**src/rtl/rr_arb_mux.sv**
```systemverilog
// rr_arb_mux: registered N-to-1 channel multiplexer with valid/ready
// handshakes on every input and on the output.
//
// A single output register sits between NCH requesters and one consumer.
// Grants come either from an explicit channel index (iMode=0) or from a
// round-robin scan that starts just after the last granted channel (iMode=1).
// The output register reloads in the same cycle the consumer accepts, so a
// steady stream moves one word per cycle with no bubble.
//
// Ports:
//   iCLK      clock, rising edge active
//   iRST      asynchronous active-high reset
//   iMode     0 = explicit select, 1 = round-robin
//   iSelect   channel index used when iMode=0 (>= NCH is never granted)
//   iValid    per-channel request valid
//   iData     flattened channel data, channel k at [k*WIDTH +: WIDTH]
//   oReady    per-channel accept, one-hot or zero, combinational
//   oValid    output register holds valid data
//   oData     registered selected data
//   oChannel  index of the channel that supplied oData
//   iReady    consumer accepts oData this cycle
module rr_arb_mux #(
  parameter int WIDTH = 32,
  parameter int NCH   = 8,
  parameter int SELW  = 3
) (
  input  logic                 iCLK,
  input  logic                 iRST,
  input  logic                 iMode,
  input  logic [SELW-1:0]      iSelect,
  input  logic [NCH-1:0]       iValid,
  input  logic [NCH*WIDTH-1:0] iData,
  output logic [NCH-1:0]       oReady,
  output logic                 oValid,
  output logic [WIDTH-1:0]     oData,
  output logic [SELW-1:0]      oChannel,
  input  logic                 iReady
);

  localparam int NSEL = 2**SELW;

  typedef enum logic {EMPTY, FULL} state_t;

  state_t            state, state_nxt;
  logic [SELW-1:0]   last;
  logic              load;
  logic              gnt_ok;
  logic [SELW-1:0]   gnt;
  logic [WIDTH-1:0]  gnt_data;
  logic [NSEL-1:0]   valid_ext;

  // Widened so that any SELW-bit index is in range; the padding bits are
  // zero, which is what keeps an out-of-range iSelect from ever granting.
  assign valid_ext = NSEL'(iValid);

  // Grant selection. The round-robin scan walks offsets from the farthest
  // to the nearest so that the nearest valid channel after 'last' wins.
  // NOTE: combinational blocks use blocking '=' so later statements see the
  // values just computed; clocked blocks use '<=' so every register samples
  // pre-edge values regardless of statement order.
  always_comb begin
    logic [SELW:0] idx;
    gnt_ok = 1'b0;
    gnt    = '0;
    idx    = '0;
    if (!iMode) begin
      if (int'(iSelect) < NCH && valid_ext[iSelect]) begin
        gnt_ok = 1'b1;
        gnt    = iSelect;
      end
    end else begin
      for (int i = NCH; i >= 1; i--) begin
        idx = {1'b0, last} + (SELW+1)'(i);
        if (idx >= (SELW+1)'(NCH)) idx = idx - (SELW+1)'(NCH);
        if (valid_ext[idx[SELW-1:0]]) begin
          gnt_ok = 1'b1;
          gnt    = idx[SELW-1:0];
        end
      end
    end
  end

  // Data mux written as a compare loop so no index can run past NCH.
  always_comb begin
    gnt_data = '0;
    for (int k = 0; k < NCH; k++) begin
      if (gnt == SELW'(k)) gnt_data = iData[k*WIDTH +: WIDTH];
    end
  end

  // Next state and handshake outputs. oReady depends on iReady only through
  // 'load'; producers must not feed oReady back into iValid.
  // NOTE: every output of an always_comb gets a default on entry; a path
  // that leaves one unassigned would infer a latch.
  always_comb begin
    load      = (state == EMPTY) || iReady;
    state_nxt = state;
    oReady    = '0;
    if (load) begin
      state_nxt = gnt_ok ? FULL : EMPTY;
      // The state register is already EMPTY during reset, so 'load' alone
      // would let oReady assert; iRST masks it explicitly.
      if (gnt_ok && !iRST) oReady = NCH'(1) << gnt;
    end
  end

  always_ff @(posedge iCLK or posedge iRST) begin
    if (iRST) begin
      state    <= EMPTY;
      oData    <= '0;
      oChannel <= '0;
      last     <= SELW'(NCH-1);
    end else begin
      state <= state_nxt;
      if (load && gnt_ok) begin
        oData    <= gnt_data;
        oChannel <= gnt;
        last     <= gnt;
      end
    end
  end

  assign oValid = (state == FULL);

endmodule

```
**config.mk**
```make
export PLATFORM = sky130hd
export DESIGN_NAME = rr_arb_mux
export DESIGN_NICKNAME = d
export VERILOG_FILES = /design/src/rtl/rr_arb_mux.sv
export SDC_FILE = /design/constraint.sdc
export NUM_CORES = 1
export LEC_CHECK = 0
export ABC_AREA = 0
export CORE_MARGIN = 5
export CORE_UTILIZATION = 35
export CTS_CLUSTER_SIZE = 30
export DETAILED_ROUTE_END_ITERATION = 8
export PLACE_DENSITY_LB_ADDON = 0.1
export SLEW_MARGIN = 20
export SYNTH_ARGS = -nofsm -noshare
export SYNTH_HDL_FRONTEND = slang
export SYNTH_SLANG_ARGS = --single-unit
```
**constraint.sdc**
```tcl
create_clock -name iCLK -period 4.5 [get_ports iCLK]
set_clock_uncertainty 0.15 [all_clocks]
set_input_delay 0.9 -clock iCLK [delete_from_list [all_inputs] [get_ports iCLK]]
set_output_delay 0.9 -clock iCLK [all_outputs]
set_load 0.02 [all_outputs]
```
==> Word level (Yosys, flattened, before mapping) <==
Cells that the tools add are included.
{ "word_totals": {"reg_bits": 39, "out_inout_bits": 44, "wordCells": 116} }
{ "classes": {"n_addsub": 16, "n_lt_le_gt_ge": 17, "eq_ne": 7, "n_shift": 1, "n_mux": 65, "bitwise": 1, "reduce_logical": 5} }
{ "op_table": {"columns": ["op", "count"], "rows": [
  ["two-way mux 32 bit", 8],
  ["two-way mux 3 bit", 26],
  ["< comparator 3 x 4 -> 1 bit, second input constant", 9],
  ["greater-or-equal comparator 4 bit, second input constant", 8],
  ["binary-select mux 1 bit (select 3 bit)", 9],
  ["subtractor 3 x 1 -> 3 bit, second input constant", 8],
  ["two-way mux 1 bit", 20],
  ["adder 3 x 3 -> 4 bit, second input constant", 4],
  ["two-way mux 8 bit", 2],
  ["== test 3 bit, second input constant", 4],
  ["adder 3 x 2 -> 4 bit, second input constant", 2],
  ["left shift 1 x 3 -> 8 bit, first input constant", 1],
  ["== test 3 x 2 -> 1 bit, second input constant", 2],
  ["adder 3 x 1 -> 4 bit, second input constant", 1],
  ["adder 3 x 4 -> 4 bit, second input constant", 1],
  ["== test 3 x 1 -> 1 bit, second input constant", 1],
  ["zero test 3 bit", 1],
  ["logical AND 1 bit", 2],
  ["zero test 1 bit", 1],
  ["logical OR 1 bit", 1],
  ["inverter 1 bit", 1]
]} }

==> Logic depth before layout (Yosys ltp) <==
Gate-level depths: netlist (run 1).
{ "depth": {"word_depth": 24, "mapped_depth": 18} }

==> Least setup slack after synthesis (run 1) <==
Ideal clock, no wire load.
{ "synth_timing": {"kind": "register -> output", "startpoint": "register last[0]", "endpoint": "output port oReady[2]", "arrival_ps": 4150, "required_ps": 3450, "slack_ps": -700, "stages_incl_launch_ff": 18, "n_path_buf": 7, "cell_sequence": "dfstp_2 > buf_2 > inv_1 > clkbuf_1 > ha_1 > buf_2 > buf_2 > mux4_2 > mux2i_2 > inv_1 > o311ai_1 > mux2i_1 > and2_1 > clkbuf_1 > buf_2 > buf_2 > nand3_1 > nor3_1"} }
{ "synth_between": {"elab_chain_cells": 18} }
{ "synth_lines": {"columns": ["item", "line_no", "text"], "rows": [
  ["start: declaration", "45", "logic [SELW-1:0] last;"],
  ["start signal: assignment", "112", "last <= SELW'(NCH-1);"],
  ["start signal: assignment", "118", "last <= gnt;"],
  ["adder 3 x 4 -> 4 bit", "73", "idx = {1'b0, last} + (SELW+1)'(i);"],
  ["greater-or-equal comparator 4 bit or subtractor 3 x 1 -> 3 bit (tied branches)", "74", "if (idx >= (SELW+1)'(NCH)) idx = idx - (SELW+1)'(NCH);"],
  ["two-way mux 3 bit", "74", null],
  ["two-way mux 3 bit", "66", "if (!iMode) begin"],
  ["binary-select mux 1 bit (select 3 bit)", "75", "if (valid_ext[idx[SELW-1:0]]) begin"],
  ["two-way mux 1 bit (implied by the code)", "75", null],
  ["two-way mux 3 bit or two-way mux 1 bit (tied branches) (8 in series)", "75", null],
  ["two-way mux 3 bit or two-way mux 1 bit (tied branches)", "66", null],
  ["left shift 1 x 3 -> 8 bit or logical AND 1 bit (tied branches)", "103", "if (gnt_ok && !iRST) oReady = NCH'(1) << gnt;"],
  ["two-way mux 8 bit (*)", "103", null],
  ["two-way mux 8 bit (*)", "99", "if (load) begin"],
  ["end: declaration", "33", "output logic [NCH-1:0] oReady,"]
]} }
Every way passes the cells marked *; elsewhere a longest branch is shown, timed or not. The select of a mux whose other input is x is not followed.

==> Worst setup path in the final report (run 1) <==
{ "layout_timing": {"startpoint": "input port iValid[1]", "endpoint": "output port oReady[7]"} }
{ "layout_between": {"elab_chain_cells": 14} }
{ "layout_lines": {"columns": ["item", "line_no", "text"], "rows": [
  ["start: declaration", "31", "input logic [NCH-1:0] iValid,"],
  ["binary-select mux 1 bit (select 3 bit)", "75", null],
  ["two-way mux 1 bit (implied by the code)", "75", null],
  ["two-way mux 3 bit or two-way mux 1 bit (tied branches) (8 in series)", "75", null],
  ["two-way mux 3 bit or two-way mux 1 bit (tied branches)", "66", null],
  ["left shift 1 x 3 -> 8 bit or logical AND 1 bit (tied branches)", "103", null],
  ["two-way mux 8 bit (*)", "103", null],
  ["two-way mux 8 bit (*)", "99", null]
]} }
Marked as above.

==> results of run 1 <==
[worst max-delay path, delay by kind of cell]
kind | cells | cell delay [ns]
buffers and inverters | 3 | 0.68
and+or+nand+nor | 3 | 0.35
muxes | 2 | 0.77
AOI/OAI and AO/OA | 2 | 0.68
[flip-flops by register name, indices dropped and copies added, names as in the netlist]
signal and cells:
last 3, oChannel 3, oData 32, oValid 1
[power by group through the flow]
stage | clock, mW | sequential (mW) | combinational, mW
4_1_cts | 0.354 | 0.668 | 6.89
6_report | 0.350 | 0.667 | 7.15
3_3_place_gp | 0 | 0.666 | 6.80
2_1_floorplan | 0 | 0.833 | 4.46
5_1_grt | 0.373 | 0.693 | 7.69
3_5_place_dp | 0 | 0.675 | 6.79
[synth_stat cells (3+ instances only)]
library cell,n,area share (%)
nand2_1,136,10
nand3_1,86,8.4
a21oi_1,43,4.2
dfrtp_1,36,18
a31oi_1,33,4.0
buf_2,33,3.2
clkbuf_1,32,2.3
a21o_1,29,4.3
o22ai_1,29,3.5
a22o_1,27,4.6
o311ai_0,22,3.8
nor2_1,16,1.2
mux4_2,15,6.6
o21ai_0,15,1.5
inv_1,14,1.0
mux2i_1,14,2.7
buf_4,12,1.8
mux2_2,10,2.2
nor3_1,9,0.88
or3_1,8,0.98
nor4_1,7,0.85
o311ai_1,6,1.0
a211oi_1,4,0.59
buf_1,4,0.29
o21ai_1,4,0.39
a221oi_1,3,0.51
a32oi_1,3,0.51
and2_1,3,0.37
dfstp_2,3,1.5
o2bb2ai_1,3,0.51
xor2_1,3,0.51
[cell families after synthesis]
group | after synthesis
buf+inv | 97
mux | 42
flops | 39
simple gates | 279
fa+ha+maj | 2
xor+xnor | 4
compound gates | 244
[final cells by class]
class                      count  area share, %
sequential                    39           10.6
tap                          184           2.49
inverter                      14          0.595
multi-input combinational    571           42.7
timing repair buffer         416           42.2
antenna                        1         0.0270
clock inverter                 1         0.0811
clock buffer                   5           1.35
[timing repair]
| action | CTS | global route |
|---|---|---|
| gates cloned | 1 | 0 |
| gates resized for setup | 52 | 30 |
| hold buffers | 0 | 0 |
| endpoints found under the setup margin | 39 | 39 |
| buffers inserted | 1 | 9 |
| pin swaps | 5 | 9 |
[layer usage]
layer	vias up	part of all wire, %
met5	-	0.048
met4	2	2.5
met3	43	9.7
met2	358	49
met1	3345	39
li1	3366	-
[through the flow]
stage | TNS (ns) | total power, mW | hold slack, ns | utilization, %
after global placement | -16.65 | 7.46 | 0.310 | 62.2
final | 0 | 8.17 | 0.332 | 64.2
after global routing | -0.0158 | 8.76 | 0.339 | 64.2
after detailed placement | -18.03 | 7.46 | 0.317 | 62.2
after floorplan | -0.0342 | 5.29 | 0.441 | -
after CTS | 0 | 7.91 | 0.332 | 63.2
[worst min-delay path by stage]
stage / start / to
2_1_floorplan: oChannel[0]$_DFFE_PP0P_ / oChannel[0]$_DFFE_PP0P_
3_3_place_gp: oChannel[0]$_DFFE_PP0P_ / oChannel[0]$_DFFE_PP0P_
3_5_place_dp: oChannel[0]$_DFFE_PP0P_ / oChannel[0]$_DFFE_PP0P_
4_1_cts: oChannel[0]$_DFFE_PP0P_ / oChannel[0]$_DFFE_PP0P_
5_1_grt: oChannel[0]$_DFFE_PP0P_ / oChannel[0]$_DFFE_PP0P_
6_report: oData[9]$_DFFE_PP0P_ / oData[9]$_DFFE_PP0P_
==> impl_metrics.toml, run 1 <==
[run_status]
outcome = "finished, final reports clean"

[setup_path]
cp_max_fo = 8
path_cells = "dlygate4sd2_1 > buf_4 > mux4_2 > mux2_4 > and3_4 > a311o_1 > a211o_4 > nand2_2 > nor3_2 > buf_2"
required_ns = 3.45
reg2reg_slack_ns = 0.18
r2r-start = "last[0]$_DFFE_PP1P_"
critPathLaunchType = "primary input"
critPathKind = "in2out"
critPathLaunch = "iValid[1]"
cp_data_arrival_time_ns = 3.38
crit_path_end_kind = "output port"
crit_path_top_delay_cell = "mux4_2"
rr_worst_depth = 15
regToRegEndpoint = "oData[17]$_DFFE_PP0P_"
cpPeakStageDelay_ns = 0.47
worstSetupEndpoint = "oReady[7]"

[final_layout]
fin_area_mm2 = 0.00926
final_common_cell = "clkdlybuf4s50_1"
layout_common_cells = "clkdlybuf4s50_1, nand2_1, buf_4"
area_growth_pct = 80.7
multiInputGateArea_mm2 = 0.00395
drive_above_1_share_pct = 18.4
final_cells = 1231
regArea_um2 = 980
fill_cells = 1349
finalNetCount = 1320

[timing]
min_period_over_period_pct = 98.4
finalHoldViolCount = 0
drv_slew = 0
max_clock_freq_mhz = 226
fin_crit_ns = 4.43
rsz0062_at_grt = "yes"
setup_ws_ns = 0.0729
tightest_slew_ns = 0.784
finalSetupViolCount = 0
slew_headroom_pct = 47.7

[die]
pin_count = 315
die_x_um = 131
num_rows = 44
chipHeight_um = 131
die-area_mm2 = 0.0172
core_mm2 = 0.0144
start_util_pct = 35.5

[synthesis]
synth-edff-count = 0
yosys_warnings = 0
synth-seq-cells = 39
synthAdderAreaFrac_pct = 0.489
synth-xor-area-share_pct = 0.684
synthSimpleGateAreaFrac_pct = 24.7
syn_area_per_cell_um2 = 7.25
muxShareOfSynthArea_pct = 12.2
async_flop_share_pct = 100
yosysSeqAreaShare_pct = 19.1
synth_compound_gate_area_share_pct = 33.7
synth_cell_type_count = 64
synth-main-ff-cell = "dfrtp_1"
synthCells = 707
synth_top_family_by_area = "compound AO/OA/AOI/OAI gates"
netlist_area_mm2 = 0.00512
synth_nets = 980

[global_route]
grtUsageMet2_pct = 49.1
grt-ovfl-total = 0
antenna_found_initial = 2
grt_first_pass_wirelength_um = 38800
grt_pass1_vias = 6682
busiest_layer = "met2"
met3_usage_pct = 7.36
grt_max_degree = 77
grt_util_met1_pct = 37.3
grt_usage_pct = 29.1

[placement]
gp_congestion = 0.939
dp_cells = 1213
dp_hpwl_um = 20500
portBuffers = 314
dpl_cell_area_mm2 = 0.00898
dp_slack_ns = -0.693

[detailed_routing]
drc_errors = 0
routed-via-count = 7114
drt-initial-drc-count = 568
wl_um = 27100
viasPerCell = 5.78
wire_per_inst_um = 22.0
drt_pass1_iterations = 5
ant_nets = 0

[power]
power_frac_seq_pct = 8.2
peakVddDrop_v = 0.000696
internal_power_mw = 3.81
p_per_area_mw_per_mm2 = 883
p_sw_share_pct = 53.3
p_comb_share_pct = 87.6
clock_power_share_pct = 4.3
power_leakage_nw = 3.84
switching_power_mw = 4.36

[cts]
cts.sinks = 39
cts_tree = "yes"
cts_buffers = 5
h-tree-depth = 2
clock_latency_ns = 0.28
clk_pin_slew_ns = 0.05
clockBufferDepth = 2
cts_root_buffer = "clkbuf_16"

[worst_hold_path]
whs_path_depth = 2
hp-class = "reg2reg"

[run]
max_cap_violations = 0
Power figures use the tool's default switching activity.
==> inputs of run 2 (changes only) <==
Settings changed: CORE_AREA set to 2 2 122 124, CORE_MARGIN 5 to unset, CORE_UTILIZATION 35 to unset, DIE_AREA set to 0 0 124 126.
Clock period 4.5 ns to 4.6 ns, I/O delays scaled along.
==> impl_metrics.toml, run 2 (synthesis gave the netlist of run 1 again) <==
[run_status]
outcome = "finished, final reports clean"

[timing]
max_clock_freq_mhz = 219
slew_headroom_pct = 47.9
drv_slew = 0
finalHoldViolCount = 0
fin_crit_ns = 4.56
rsz0062_at_grt = "yes"
fin_tns_setup_ns = 0
min_period_over_period_pct = 99.0
tightest_slew_ns = 0.781
finalSetupViolCount = 0

[final_layout]
finalNetCount = 1311
regArea_um2 = 980
largest_reg_flops = 32
final_common_cell = "clkdlybuf4s50_1"
drive_above_1_share_pct = 16.7
regMostFlops = "oData"
area_growth_pct = 79.7
fill_cells = 1239
antenna_cells = 0
largest_registers = "oData x32, last x3, oChannel x3"
multiInputGateArea_mm2 = 0.00390
layout_common_cells = "clkdlybuf4s50_1, nand2_1, nand3_1, buf_4, a21oi_1"
fin_area_mm2 = 0.00921

[worst_hold_path]
hp-class = "reg2reg"

[cts]
cts_root_buffer = "clkbuf_16"
clock_latency_ns = 0.30
cts_tree = "yes"
cts.sinks = 39
h-tree-depth = 2
clockBufferDepth = 2
clk_pin_slew_ns = 0.06
cts_buffers = 5
cts_hold_repair.buffers = 0

[power]
clock_power_share_pct = 5.4
p_per_area_mw_per_mm2 = 855
switching_power_mw = 4.15
power_leakage_nw = 3.79
p_sw_share_pct = 52.8
power.total_mw = 7.87
p_comb_share_pct = 86.4
power_frac_seq_pct = 8.3
peakVddDrop_v = 0.000716
internal_power_mw = 3.72

[detailed_routing]
routed-via-count = 7239
wire_per_inst_um = 20.8
drt-initial-drc-count = 563
drt_pass1_iterations = 5
drc_errors = 0
ant_nets = 0
wl_um = 25500
viasPerCell = 5.92

[setup_path]
critPathKind = "in2out"
critPathLaunchType = "primary input"
crit_path_end_kind = "output port"
path_cells = "dlygate4sd2_1 > buf_4 > mux4_2 > mux2i_1 > nor4_1 > a311o_1 > buf_4 > a211oi_4 > nand2_2 > nor2_2 > clkdlybuf4s15_2"
required_ns = 3.53
cpPeakStageDelay_ns = 0.52
crit_path_frequent_cell = "buf_4"
crit_path_top_delay_cell = "mux4_2"
cp_max_fo = 8
cp_data_arrival_time_ns = 3.49

[global_route]
grt_first_pass_wirelength_um = 38000
grt_pass1_vias = 7027
antenna_found_initial = 0
grt-ovfl-total = 0
grt_max_degree = 89
grt_usage_pct = 31.3

[run]
max_cap_violations = 0

[die]
core_mm2 = 0.0143
pin_count = 315
die-area_mm2 = 0.0156
start_util_pct = 35.8
num_rows = 44
chipHeight_um = 126
die_x_um = 124

[placement]
dp_hpwl_um = 19100
dpl_cell_area_mm2 = 0.00897
gp_congestion = 0.949
portBuffers = 314
[run 2: repair_timing]
action                                  4_1_cts  5_1_grt
endpoints found under the setup margin       36       32
hold endpoints to repair                      0        0
resized for setup                            48       19
pin swaps                                     0        2
buffers inserted                              1        1
gates cloned                                  1        0
[run 2: power by group through the flow]
| stage | logic, mW | registers, mW | clock network [mW] |
|---|---|---|---|
| detailed placement | 6.56 | 0.655 | 0 |
| finish | 6.80 | 0.650 | 0.421 |
| global route | 7.33 | 0.671 | 0.442 |
| floorplan | 4.31 | 0.815 | 0 |
| global placement | 6.52 | 0.648 | 0 |
| CTS | 6.65 | 0.649 | 0.427 |
[run 2: metrics by stage]
step	worst slack (ns)	std cells	hold slack (ns)	utilization (%)
after floorplan	0.00708	707	0.441	-
after global placement	-0.664	1212	0.319	62.7
after detailed placement	-0.665	1212	0.326	62.7
after CTS	0.0318	1222	0.340	63.9
after global routing	-0.0369	1223	0.377	64.3
final	0.0439	1223	0.338	64.3
[run 2: final timing paths]
kind	startpoint	to	slack (ns)	cells past startpoint
max reg2reg	last[1]$_DFFE_PP1P_	oData[19]$_DFFE_PP0P_	0.31	14
max in group asynchronous	iRST	oValid$_DFFE_PP0P_	2.66	3
min in group asynchronous	iRST	oData[21]$_DFFE_PP0P_	1.23	3
min	oData[31]$_DFFE_PP0P_	oData[31]$_DFFE_PP0P_	0.34	2
min reg2reg	oData[31]$_DFFE_PP0P_	oData[31]$_DFFE_PP0P_	0.34	2
max	iValid[3]	oReady[0]	0.04	11
[run 2: cell type report]
type | count | area share (%)
Timing Repair Buffer | 407 | 42.1
Clock inverter | 3 | 0.476
Tap cell | 184 | 2.50
Multi-Input combinational cell | 571 | 42.4
Clock buffer | 5 | 1.36
Sequential cell | 39 | 10.6
Inverter | 14 | 0.571
[run 2: layer usage]
layer,track usage (%),wire (um)
met5,0,0
met4,9.98,794
met3,5.34,2370
met2,55.8,12900
met1,37.9,9410
[run 2: critical path: cells and delay by family]
family                 cells  cell delay (ns)
AO/OA/AOI/OAI              2             0.58
multiplexers               2             0.67
AND/OR/NAND/NOR            3             0.30
buffers and inverters      4             1.00
==> inputs of run 3 (changes only) <==
Settings changed: MAX_ROUTING_LAYER set to met4.
==> impl_metrics.toml, run 3 (synthesis gave the netlist of run 1 again) <==
[run_status]
outcome = "finished, final reports clean"

[cts]
cts_hold_repair.buffers = 0
cts_buffers = 5
clk_pin_slew_ns = 0.07
cts.sinks = 39
clock_latency_ns = 0.30
h-tree-depth = 2
clockBufferDepth = 2
cts_root_buffer = "clkbuf_16"
cts_tree = "yes"

[final_layout]
drive_above_1_share_pct = 18.9
area_growth_pct = 84.0
finalNetCount = 1326
largest_registers = "oData x32, last x3, oChannel x3"
postLayoutCoreUtil_pct = 65.9
final_cells = 1238
regMostFlops = "oData"
layout_common_cells = "clkdlybuf4s50_1, nand2_1, buf_4"
largest_reg_flops = 32
antenna_cells = 0
final_common_cell = "clkdlybuf4s50_1"

[power]
p_per_area_mw_per_mm2 = 878
peakVddDrop_v = 0.000642
power_leakage_nw = 3.89

[setup_path]
crit_path_end_kind = "output port"
required_ns = 3.53
crit_path_frequent_cell = "buf_6"
cpPeakStageDelay_ns = 0.55
critPathKind = "reg2out"
cp_data_arrival_time_ns = 3.45
crit_path_top_delay_cell = "dfstp_2"
cp_max_fo = 4
critPathLaunchType = "flip-flop"
reg2reg_slack_ns = 0.29
path_cells = "inv_2 > ha_4 > buf_4 > mux2_1 > mux4_2 > or3b_4 > a311oi_4 > a211o_4 > buf_6 > buf_12 > nor3_4 > buf_6"

[die]
num_rows = 44
die-area_mm2 = 0.0156
die_x_um = 124
start_util_pct = 35.8
chipHeight_um = 126
core_mm2 = 0.0143
pin_count = 315

[global_route]
grt_first_pass_wirelength_um = 38300
grt-ovfl-total = 0
antenna_found_initial = 0
grt_usage_pct = 32.7
grt_pass1_vias = 6918
grt_max_degree = 80

[timing]
finalHoldViolCount = 0
fin_crit_ns = 4.52
tightest_slew_ns = 0.869
max_clock_freq_mhz = 221
drv_slew = 0
finalSetupViolCount = 0
min_period_over_period_pct = 98.3
slew_headroom_pct = 42.1
fin_tns_setup_ns = 0

[detailed_routing]
drc_errors = 0
drt-initial-drc-count = 635
routed-via-count = 7301
wire_per_inst_um = 20.9
viasPerCell = 5.90
drt_pass1_iterations = 6
ant_nets = 0
wl_um = 25800

[worst_hold_path]
hp-class = "reg2reg"

[placement]
portBuffers = 314
dp_hpwl_um = 19400
gp_congestion = 0.970
dp_cells = 1209

[run]
max_cap_violations = 0
-- run 3: changes by cell type in the layout (fill, tap and decap cells not counted), moves of 3 or more --
cell,before,now
buf_4,85,100
clkbuf_2,2,5
dlygate4sd2_1,6,2
mux2i_2,3,0
mux2i_4,1,4
-- run 3: stage by stage --
stage,hold WS [ns],area [um^2],power [mW],setup slack (ns)
after floorplan,0.441,5270,5.13,0.00708
after detailed placement,0.336,8950,7.24,-0.612
final,0.349,9430,8.28,0.0785
after global placement,0.319,8950,7.15,-0.603
after CTS,0.350,9190,7.84,0.00661
after global routing,0.383,9430,8.87,-0.0202
-- run 3: per-layer routing --
layer / routed length (um) / track usage, % / vias up
met5: 0 / - / -
met4: 807 / 11.0 / 0
met3: 2210 / 4.76 / 68
met2: 13100 / 56.5 / 428
met1: 9740 / 38.7 / 3433
li1: - / - / 3372
-- run 3: final timing paths --
check                      depth (start not counted)                  from                    end
hold / removal                                     2  oData[9]$_DFFE_PP0P_   oData[9]$_DFFE_PP0P_
setup reg to reg                                  16   last[0]$_DFFE_PP1P_  oData[31]$_DFFE_PP0P_
setup / recovery                                  12   last[0]$_DFFE_PP1P_              oReady[4]
max in group asynchronous                          3                  iRST    last[1]$_DFFE_PP1P_
min in group asynchronous                          3                  iRST  oData[21]$_DFFE_PP0P_
hold reg to reg                                    2  oData[9]$_DFFE_PP0P_   oData[9]$_DFFE_PP0P_
-- run 3: cell type report --
type	count	area (um^2)
well taps	184	230
multi-input cells	571	3990
flip-flops and latches	39	980
repair buffers	422	4010
fillers	1224	4890
inverters	14	52.6
clock inverters	3	43.8
clock buffers	5	125
-- run 3: worst max-delay path, delay by kind of cell (launching register included) --
family | cells | cell delay (ns)
buffers and inverters | 5 | 0.56
AO/OA/AOI/OAI | 2 | 0.46
AND/OR/NAND/NOR | 2 | 0.42
adder cells (fa/ha/maj) | 1 | 0.30
flip-flops | 1 | 0.55
multiplexers | 2 | 0.85
-- run 3: timing repair --
action                     in CTS  in global routing
pin swaps                       6                 12
buffers inserted                9                 13
setup endpoints to repair      36                 27
gates resized for setup        55                 41
-- run 3: where the power goes --
group,total [mW],switching (mW),internal [mW]
sequential,0.659,0.122,0.537
combinational,7.20,4.01,3.19
clock,0.424,0.168,0.257
